## src/rtl/accum_sched_pkg.sv

```systemverilog
// Shared types and default sizes for the accum_sched block.
// Optional saturation is selected by the ACCUM_SAT_EN macro in accum_datapath.
package accum_sched_pkg;

    localparam int DEF_WIDTH = 10;
    localparam int DEF_TW    = 6;

    typedef enum logic [1:0] {
        IDLE = 2'd0,
        RUN  = 2'd1,
        DONE = 2'd2
    } state_t;

endpackage

```

## src/rtl/accum_datapath.sv

```systemverilog
// Triangular-number generator: counter increments, buffer accumulates counter+buffer.
// Define ACCUM_SAT_EN to clamp the sum at 2^WIDTH-1 instead of wrapping.
module accum_datapath
    import accum_sched_pkg::*;
#(
    parameter int WIDTH = DEF_WIDTH
) (
    input  logic             clk,
    input  logic             reset,
    input  logic             clr,
    input  logic             en,
    output logic [WIDTH-1:0] sum
);

    logic [WIDTH-1:0] counter;
    logic [WIDTH-1:0] buffer;

`ifdef ACCUM_SAT_EN
    logic [WIDTH:0] sum_wide;

    // Carry out of the wide add means the true sum no longer fits, so pin it at all-ones.
    assign sum_wide = {1'b0, counter} + {1'b0, buffer};
    assign sum      = sum_wide[WIDTH] ? {WIDTH{1'b1}} : sum_wide[WIDTH-1:0];
`else
    assign sum = counter + buffer;
`endif

    always_ff @(posedge clk) begin
        if (reset || clr) begin
            counter <= '0;
            buffer  <= '0;
        end else if (en) begin
            counter <= counter + 1'b1;
            buffer  <= sum;
        end
    end

endmodule

```

## src/rtl/accum_sched.sv

```systemverilog
// Run scheduler: steps the accumulator for t_end+1 ticks and captures the sum on two ports.
// Saturating accumulation is enabled by defining ACCUM_SAT_EN (see accum_datapath).
module accum_sched
    import accum_sched_pkg::*;
#(
    parameter int WIDTH = DEF_WIDTH,
    parameter int TW    = DEF_TW
) (
    input  logic             clk,
    input  logic             reset,
    input  logic             start,
    input  logic             abort,
    input  logic [TW-1:0]    cap_a,
    input  logic [TW-1:0]    cap_b,
    input  logic [TW-1:0]    t_end,
    output logic             start_ready,
    output logic             busy,
    output logic             done,
    output logic [WIDTH-1:0] port_a,
    output logic [WIDTH-1:0] port_b,
    output logic             valid_a,
    output logic             valid_b
);

    state_t           state;
    logic [TW-1:0]    tick;
    logic [TW-1:0]    cap_a_q;
    logic [TW-1:0]    cap_b_q;
    logic [TW-1:0]    t_end_q;
    logic [WIDTH-1:0] sum;
    logic             dp_clr;
    logic             dp_en;

    assign dp_clr = (state == IDLE) && start;
    assign dp_en  = (state == RUN);

    accum_datapath #(
        .WIDTH (WIDTH)
    ) u_datapath (
        .clk   (clk),
        .reset (reset),
        .clr   (dp_clr),
        .en    (dp_en),
        .sum   (sum)
    );

    // Status outputs are registered alongside the state so they always match it exactly.
    always_ff @(posedge clk) begin
        if (reset) begin
            state       <= IDLE;
            tick        <= '0;
            cap_a_q     <= '0;
            cap_b_q     <= '0;
            t_end_q     <= '0;
            port_a      <= '0;
            port_b      <= '0;
            valid_a     <= 1'b0;
            valid_b     <= 1'b0;
            start_ready <= 1'b1;
            busy        <= 1'b0;
            done        <= 1'b0;
        end else begin
            done <= 1'b0;
            case (state)
                IDLE: begin
                    if (start) begin
                        state       <= RUN;
                        cap_a_q     <= cap_a;
                        cap_b_q     <= cap_b;
                        t_end_q     <= t_end;
                        tick        <= '0;
                        valid_a     <= 1'b0;
                        valid_b     <= 1'b0;
                        start_ready <= 1'b0;
                        busy        <= 1'b1;
                    end
                end
                RUN: begin
                    tick <= tick + 1'b1;
                    if (tick == cap_a_q) begin
                        port_a  <= sum;
                        valid_a <= 1'b1;
                    end
                    if (tick == cap_b_q) begin
                        port_b  <= sum;
                        valid_b <= 1'b1;
                    end
                    // Abort outranks the end-of-run transition, so no done pulse follows it.
                    if (abort) begin
                        state       <= IDLE;
                        busy        <= 1'b0;
                        start_ready <= 1'b1;
                    end else if (tick == t_end_q) begin
                        state <= DONE;
                        busy  <= 1'b0;
                        done  <= 1'b1;
                    end
                end
                DONE: begin
                    state       <= IDLE;
                    start_ready <= 1'b1;
                end
                default: begin
                    state       <= IDLE;
                    start_ready <= 1'b1;
                    busy        <= 1'b0;
                end
            endcase
        end
    end

endmodule

```

## config.mk

```make
export PLATFORM = sky130hd
export DESIGN_NAME = accum_sched
export DESIGN_NICKNAME = d
export VERILOG_FILES = /design/src/rtl/accum_sched_pkg.sv /design/src/rtl/accum_datapath.sv /design/src/rtl/accum_sched.sv
export SDC_FILE = /design/constraint.sdc
export NUM_CORES = 1
export LEC_CHECK = 0
export BUFFER_PORTS_ARGS = -buffer_cell sky130_fd_sc_hd__buf_4
export CORE_ASPECT_RATIO = 1.75
export CORE_MARGIN = 4
export CORE_UTILIZATION = 55
export DETAILED_ROUTE_END_ITERATION = 8
export GPL_TIMING_DRIVEN = 0
export PLACE_DENSITY = 0.79
export REMOVE_ABC_BUFFERS = 1
export SLEW_MARGIN = 20
export SYNTH_ARGS = -nofsm -noshare
export SYNTH_HDL_FRONTEND = slang
export SYNTH_SLANG_ARGS = --single-unit
```

## constraint.sdc

```tcl
create_clock -name clk -period 2.8 [get_ports clk]
set_clock_uncertainty 0.15 [all_clocks]
set_input_delay 0.28 -clock clk [delete_from_list [all_inputs] [get_ports clk]]
set_output_delay 0.28 -clock clk [all_outputs]
set_load 0.02 [all_outputs]
```

==> results.yml, run 1 <==
status:
  result_of_the_run: "finished clean"
die:
  io_pins: 47
  die_height_um: 111
  fp.dieW_um: 66.7
  floorplan.initialDensity_pct: 56.4
  std_cell_rows: 37
  fp.coreArea_um2: 5880
  fp.dieArea_um2: 7380
synthesis:
  post_synth_num_cell_types: 48
  asyncSetResetFlopFracSynth_pct: 0
  synthFlopType: "sky130_fd_sc_hd__dfxtp_1"
  synth-edff-count: 0
  syn_inst: 385
  yosys_register_bits: 71
  synthesis.yosys.warnings: 0
  syn_area_um2: 3320
  seq_area_frac_synth_pct: 42.9
  post_synth.cell_area_avg_um2: 8.61
clocking:
  clk-insertion-delay-late_ns: 0.34
  clock-root-buffer: "sky130_fd_sc_hd__clkbuf_8"
  clock_sinks: 71
  numCtsBuffers: 9
  ctsLongestPathBuffers: 2
  clk_pin_slew_ns: 0.08
  cts-htree-levels: 3
  cts_tree: "built"
sta:
  rsz0062_at_grt: "false"
  total_count_of_max_transition_violations_in_the_final_report: 0
  timing.final.crit_share_pct: 91.9
  finalHoldViolations: 0
  slew-limit-headroom_pct: 46.4
  fmax_mhz: 389
  final_ws_setup_ns: 0.228
  setup_viol: 0
  worstMarginPinSlew_ns: 0.800
  post-route-min-period_ns: 2.57
worst_setup_path:
  setup.worst_path.start_class: "register"
  crit_chain: "ha_1 > and2_4 > a221o_1 > o211a_1 > or4_4 > a311oi_1"
  worstPathArrival_ns: 2.67
  crit_type: "reg -> reg"
  critical_path.slowest_cell: "sky130_fd_sc_hd__or4_4"
  critical-path-top-delay-family: "compound AO/OA/AOI/OAI gates"
  critPathMaxFanout: 5
  setup.worst_path.end_class: "register"
  cpPeakStageDelay_ns: 0.49
  cp_num_buf_inv: 0
  timing.critical_path.required_ns: 2.89
hold_path:
  holdCritPathClass: "in -> reg"
pwr:
  cellPowerDensity_nw_per_um2: 558
  power.leakage_uw: 0.00168
  worst_case_vdd_ir_drop_mv: 0.353
  total_power_uw: 2190
final_layout:
  ff_latch_area_um2: 1420
  drive_gt1_share_pct: 17.6
  layout.cells.most_common_list: "sky130_fd_sc_hd__dfxtp_1, sky130_fd_sc_hd__nand2_1, sky130_fd_sc_hd__buf_4, sky130_fd_sc_hd__a21oi_1, sky130_fd_sc_hd__nor2_1"
  final_design_area_no_fill_um2: 3920
  final_instance_count_without_filler_cells: 503
  mostFrequentLayoutCell: "sky130_fd_sc_hd__dfxtp_1"
  layout-area-overhead-vs-synth_pct: 18.2
  n_antenna_cell: 0
  multi_input_area_um2: 1800
  nNetsFinal: 454
  n_fill_cell: 509
  finish.utilization_pct: 66.7
global_route:
  grt_start_max_net_pins: 59
  globalRoute.busiestLayer: "met2"
  antenna_found_initial: 0
  grt.overflow.total: 0
  grt.met1_usage_pct: 22.5
  use_met2_pct: 38.4
  globalRouteMet3Util_pct: 3.55
  total_track_usage_pct: 21.3
  first_global_vias: 2838
  grt_first_pass_wirelength_um: 12400
detailed_routing:
  first_pass_iters: 4
  violation_count_after_the_first_detailed_route_iteration: 146
  routedWlPerCell_um: 14.1
  totalWireLength_um: 7110
  via_count: 2775
  antenna_violating_nets_post_route: 0
  avgViaCountPerCell: 5.52
  post-route-drc-count: 0
placement:
  placed_instance_count: 484
  io_buffer_count: 46
  postPlaceCellArea_um2: 3660
  dp_worst_setup_slack_ns: -0.244
  post-dp-hpwl_um: 5060
  finalWeightedCongestion: 0.878
flow_run:
  max-cap-violations: 0
==> flip-flops by register name (all words and copies together), names as in the netlist <==
signal	count
busy	1
cap_a_q	6
cap_b_q	6
done	1
port_a	10
port_b	10
start_ready	1
state	2
t_end_q	6
tick	6
u_datapath.buffer	10
u_datapath.counter	10
valid_a	1
valid_b	1
==> final cells by class <==
class	count	share of cell area (%)
Inverter	3	0.287
Clock inverter	5	2.07
Multi-Input combinational cell	286	45.8
Tap cell	78	2.49
Clock buffer	11	3.61
Sequential cell	71	36.3
Timing Repair Buffer	49	9.45
==> timing repair <==
action                                 CTS  global route
endpoints found under the hold margin    2             0
gates resized for setup                  0             3
pin swaps                                1             0
setup buffers                            2             0
gates cloned                             0             0
setup endpoints to repair               10            13
hold buffers                             1             0
==> power breakdown <==
| group | switching, uW | leakage, uW | internal [uW] |
|---|---|---|---|
| combinational | 128 | 0.000996 | 86.4 |
| sequential | 25.7 | 0.000576 | 1040 |
| clock | 380 | 0.000110 | 526 |
==> layer usage <==
| layer | wire (um) | share of wire [%] |
|---|---|---|
| met5 | 0 | 0 |
| met4 | 202 | 2.8 |
| met3 | 204 | 2.9 |
| met2 | 3930 | 55 |
| met1 | 2770 | 39 |
==> worst register-to-register path, cell delays in order (launching register included) <==
cell,delay (ns)
sky130_fd_sc_hd__dfxtp_1,0.42
sky130_fd_sc_hd__ha_1,0.31
sky130_fd_sc_hd__and2_4,0.18
sky130_fd_sc_hd__a221o_1,0.36
sky130_fd_sc_hd__o211a_1,0.28
sky130_fd_sc_hd__or4_4,0.49
sky130_fd_sc_hd__a311oi_1,0.28
==> metrics by stage <==
step,hold WS (ns),setup TNS (ns)
6_report,0.0284,0
5_1_grt,0.0294,0
4_1_cts,0.0152,0
3_5_place_dp,0.302,-0.615
3_3_place_gp,0.293,-4.43
2_1_floorplan,0.199,0
==> Yosys cell counts, types with 3 or more instances <==
cell type,n,area share (%)
sky130_fd_sc_hd__dfxtp_1,71,43
sky130_fd_sc_hd__nand2_1,58,6.6
sky130_fd_sc_hd__a21oi_1,40,6.0
sky130_fd_sc_hd__nor2_1,38,4.3
sky130_fd_sc_hd__xor2_1,23,6.1
sky130_fd_sc_hd__clkbuf_1,18,2.0
sky130_fd_sc_hd__ha_1,11,4.2
sky130_fd_sc_hd__mux2i_1,11,3.3
sky130_fd_sc_hd__nand3_1,10,1.5
sky130_fd_sc_hd__nand2b_1,8,1.5
sky130_fd_sc_hd__xnor2_1,8,2.1
sky130_fd_sc_hd__a211oi_1,6,1.4
sky130_fd_sc_hd__nand4_1,6,1.1
sky130_fd_sc_hd__o21ai_0,6,0.91
sky130_fd_sc_hd__a21o_1,5,1.1
sky130_fd_sc_hd__buf_2,5,0.75
sky130_fd_sc_hd__o31ai_1,5,1.1
sky130_fd_sc_hd__a22oi_1,4,0.91
sky130_fd_sc_hd__and3_1,4,0.75
sky130_fd_sc_hd__nor2b_1,4,0.75
sky130_fd_sc_hd__nor4_1,4,0.75
sky130_fd_sc_hd__inv_1,3,0.34
sky130_fd_sc_hd__nand3b_1,3,0.68
sky130_fd_sc_hd__nor3_1,3,0.45
sky130_fd_sc_hd__o21bai_1,3,0.68
==> worst paths after layout <==
path / cells past startpoint / to / slack [ns] / startpoint
setup / recovery: 6 / port_b[9] / 0.23 / u_datapath.counter[3]
hold / removal: 3 / cap_b_q[3] / 0.03 / cap_b[3]
setup reg to reg: 6 / port_b[9] / 0.23 / u_datapath.counter[3]
hold reg to reg: 2 / u_datapath.buffer[0] / 0.31 / u_datapath.buffer[0]
==> logic make-up after synthesis <==
| logic type | after synthesis | share of synthesized area [%] |
|---|---|---|
| buffers and inverters | 28 | 3.40 |
| adder cells (fa/ha/maj) | 12 | 4.75 |
| multiplexers | 13 | 4.00 |
| XOR/XNOR | 31 | 8.19 |
| AND/OR/NAND/NOR | 148 | 21.4 |
| AO/OA/AOI/OAI | 82 | 15.4 |
| flip-flops | 71 | 42.9 |
Note: power is estimated with default switching activity, not from simulation.
==> run 2: changes to the inputs <==
- CORE_ASPECT_RATIO: 1.75 -> not set
- RECOVER_POWER: not set -> 50
==> run 2 against run 1 <==
Effect of this change:
- routed wire length up 3.0%
- global-route usage fell by 0.55 points
- power increased by 0.73%
- non-clock buffer count up 1
- maximum frequency is 0.32% higher
- register-to-register slack about the same
- setup slack gained 0.0081 ns
- sequential power about the same
- utilization shrank 1.5 points
- critical path type unchanged
==> results.yml, run 2 (same netlist as run 1, synthesis figures left out) <==
placement:
  post-dp-hpwl_um: 4790
  finalWeightedCongestion: 0.897
  dp_worst_setup_slack_ns: -0.303
  io_buffer_count: 46
global_route:
  grt.overflow.total: 0
  grt_first_pass_wirelength_um: 12100
  antenna_found_initial: 0
  grt_start_max_net_pins: 59
  first_global_vias: 2648
  total_track_usage_pct: 20.7
clocking:
  clock-root-buffer: "sky130_fd_sc_hd__clkbuf_8"
  cts-htree-levels: 3
  clk_pin_slew_ns: 0.07
  clock_sinks: 71
  cts_tree: "built"
  numCtsBuffers: 9
  ctsLongestPathBuffers: 2
  clk-insertion-delay-late_ns: 0.35
die:
  fp.coreArea_um2: 5890
  std_cell_rows: 28
  floorplan.initialDensity_pct: 56.3
  io_pins: 47
  die_height_um: 85.6
  fp.dieArea_um2: 7340
  fp.dieW_um: 85.6
sta:
  slew-limit-headroom_pct: 8.97
  fmax_mhz: 390
  setup_viol: 0
  timing.final.crit_share_pct: 91.6
  worstMarginPinSlew_ns: 1.36
  total_count_of_max_transition_violations_in_the_final_report: 0
  post-route-min-period_ns: 2.56
  rsz0062_at_grt: "false"
  final_ws_setup_ns: 0.236
  finalHoldViolations: 0
detailed_routing:
  routedWlPerCell_um: 14.6
  post-route-drc-count: 0
  first_pass_iters: 4
  via_count: 2796
  totalWireLength_um: 7320
  antenna_violating_nets_post_route: 0
  violation_count_after_the_first_detailed_route_iteration: 190
  avgViaCountPerCell: 5.58
pwr:
  share_clk_of_total_power_pct: 41.8
  worst_case_vdd_ir_drop_mv: 0.333
  sw_ratio_pct: 24.1
  power.leakage_uw: 0.00158
  combPwrFrac_pct: 9.8
  power.switching_uw: 530
  total_power_uw: 2200
  seq_power_share_pct: 48.5
  cell_internal_pwr_uw: 1670
  cellPowerDensity_nw_per_um2: 574
hold_path:
  hold_end: "t_end_q[0]"
  hold_path.startpoint: "t_end[0]"
  timing.hold.worst_path_depth: 3
  holdCritPathClass: "in -> reg"
final_layout:
  drive_gt1_share_pct: 11.3
  layout-area-overhead-vs-synth_pct: 15.7
  layout.cells.most_common_list: "sky130_fd_sc_hd__dfxtp_1, sky130_fd_sc_hd__nand2_1, sky130_fd_sc_hd__a21oi_1, sky130_fd_sc_hd__nor2_1, sky130_fd_sc_hd__clkbuf_1"
  n_antenna_cell: 0
  nNetsFinal: 455
  mostFrequentLayoutCell: "sky130_fd_sc_hd__dfxtp_1"
worst_setup_path:
  crit_type: "reg -> reg"
  setup.reg_to_reg.worst_slack_ns: 0.24
  rr_startpoint: "state[1]"
  reg2reg_to: "port_a[7]"
  timing.critical_path.required_ns: 2.90
  critPathMaxFanout: 19
  setup.worst_path.end_class: "register"
  setup.worst_path.start_class: "register"
  worstPathArrival_ns: 2.66
  reg2reg_depth: 4
flow_run:
  max-cap-violations: 0
status:
  result_of_the_run: "finished clean"
[run 2: final cells by class]
type | count | area [um^2]
clock buffer | 13 | 159
clock inverter | 3 | 65.1
fill | 514 | 2050
inverter | 3 | 11.3
multi-input combinational | 286 | 1790
sequential | 71 | 1420
tap | 75 | 93.8
timing repair buffer | 50 | 293
[run 2: stage by stage]
step	cell area, um^2	instances	setup TNS [ns]	hold slack (ns)	util, %
after floorplan	3210	360	0	0.199	-
after global placement	3650	481	-5.46	0.292	62.1
after global routing	3840	501	0	0.0130	65.2
final	3840	501	0	0.0210	65.2
after detailed placement	3660	481	-1.28	0.302	62.2
after CTS	3930	501	0	0.0126	66.7
[run 2: metal layers]
layer	part of all wire [%]	track usage (%)	vias up	wire [um]
met5	0	0	-	0
met4	1.4	7.48	0	106
met3	6.2	5.48	12	453
met2	46	32.9	73	3370
met1	46	27.3	1302	3400
li1	-	-	1409	-
[run 2: power by group through the flow]
stage                     sequential, uW  combinational [uW]  clock, uW
after floorplan                     1100                 115          0
after detailed placement            1090                 211          0
after global placement              1090                 204          0
after global routing                1070                 236        976
final                               1070                 215        920
after CTS                           1070                 223        935
[run 2: critical path, cell delays in order (launching register included)]
cell,delay (ns)
sky130_fd_sc_hd__dfxtp_1,0.42
sky130_fd_sc_hd__nand2b_2,0.44
sky130_fd_sc_hd__nor4_2,0.53
sky130_fd_sc_hd__nand2_1,0.48
sky130_fd_sc_hd__o41ai_1,0.44
[run 2: worst max path at each step]
stage / start / to / cells after the start
floorplan: state[0] / port_b[7] / 5
global placement: state[0] / port_b[7] / 5
detailed placement: state[0] / port_b[7] / 5
CTS: state[0] / port_a[7] / 4
global route: state[0] / port_a[7] / 4
finish: state[1] / port_a[7] / 4
[run 2: timing repair]
item,in CTS,in global routing
endpoints found under the hold margin,2,0
resized for setup,0,3
pin swaps,1,0
setup endpoints to repair,10,11
hold buffers,1,0
setup buffers,3,0
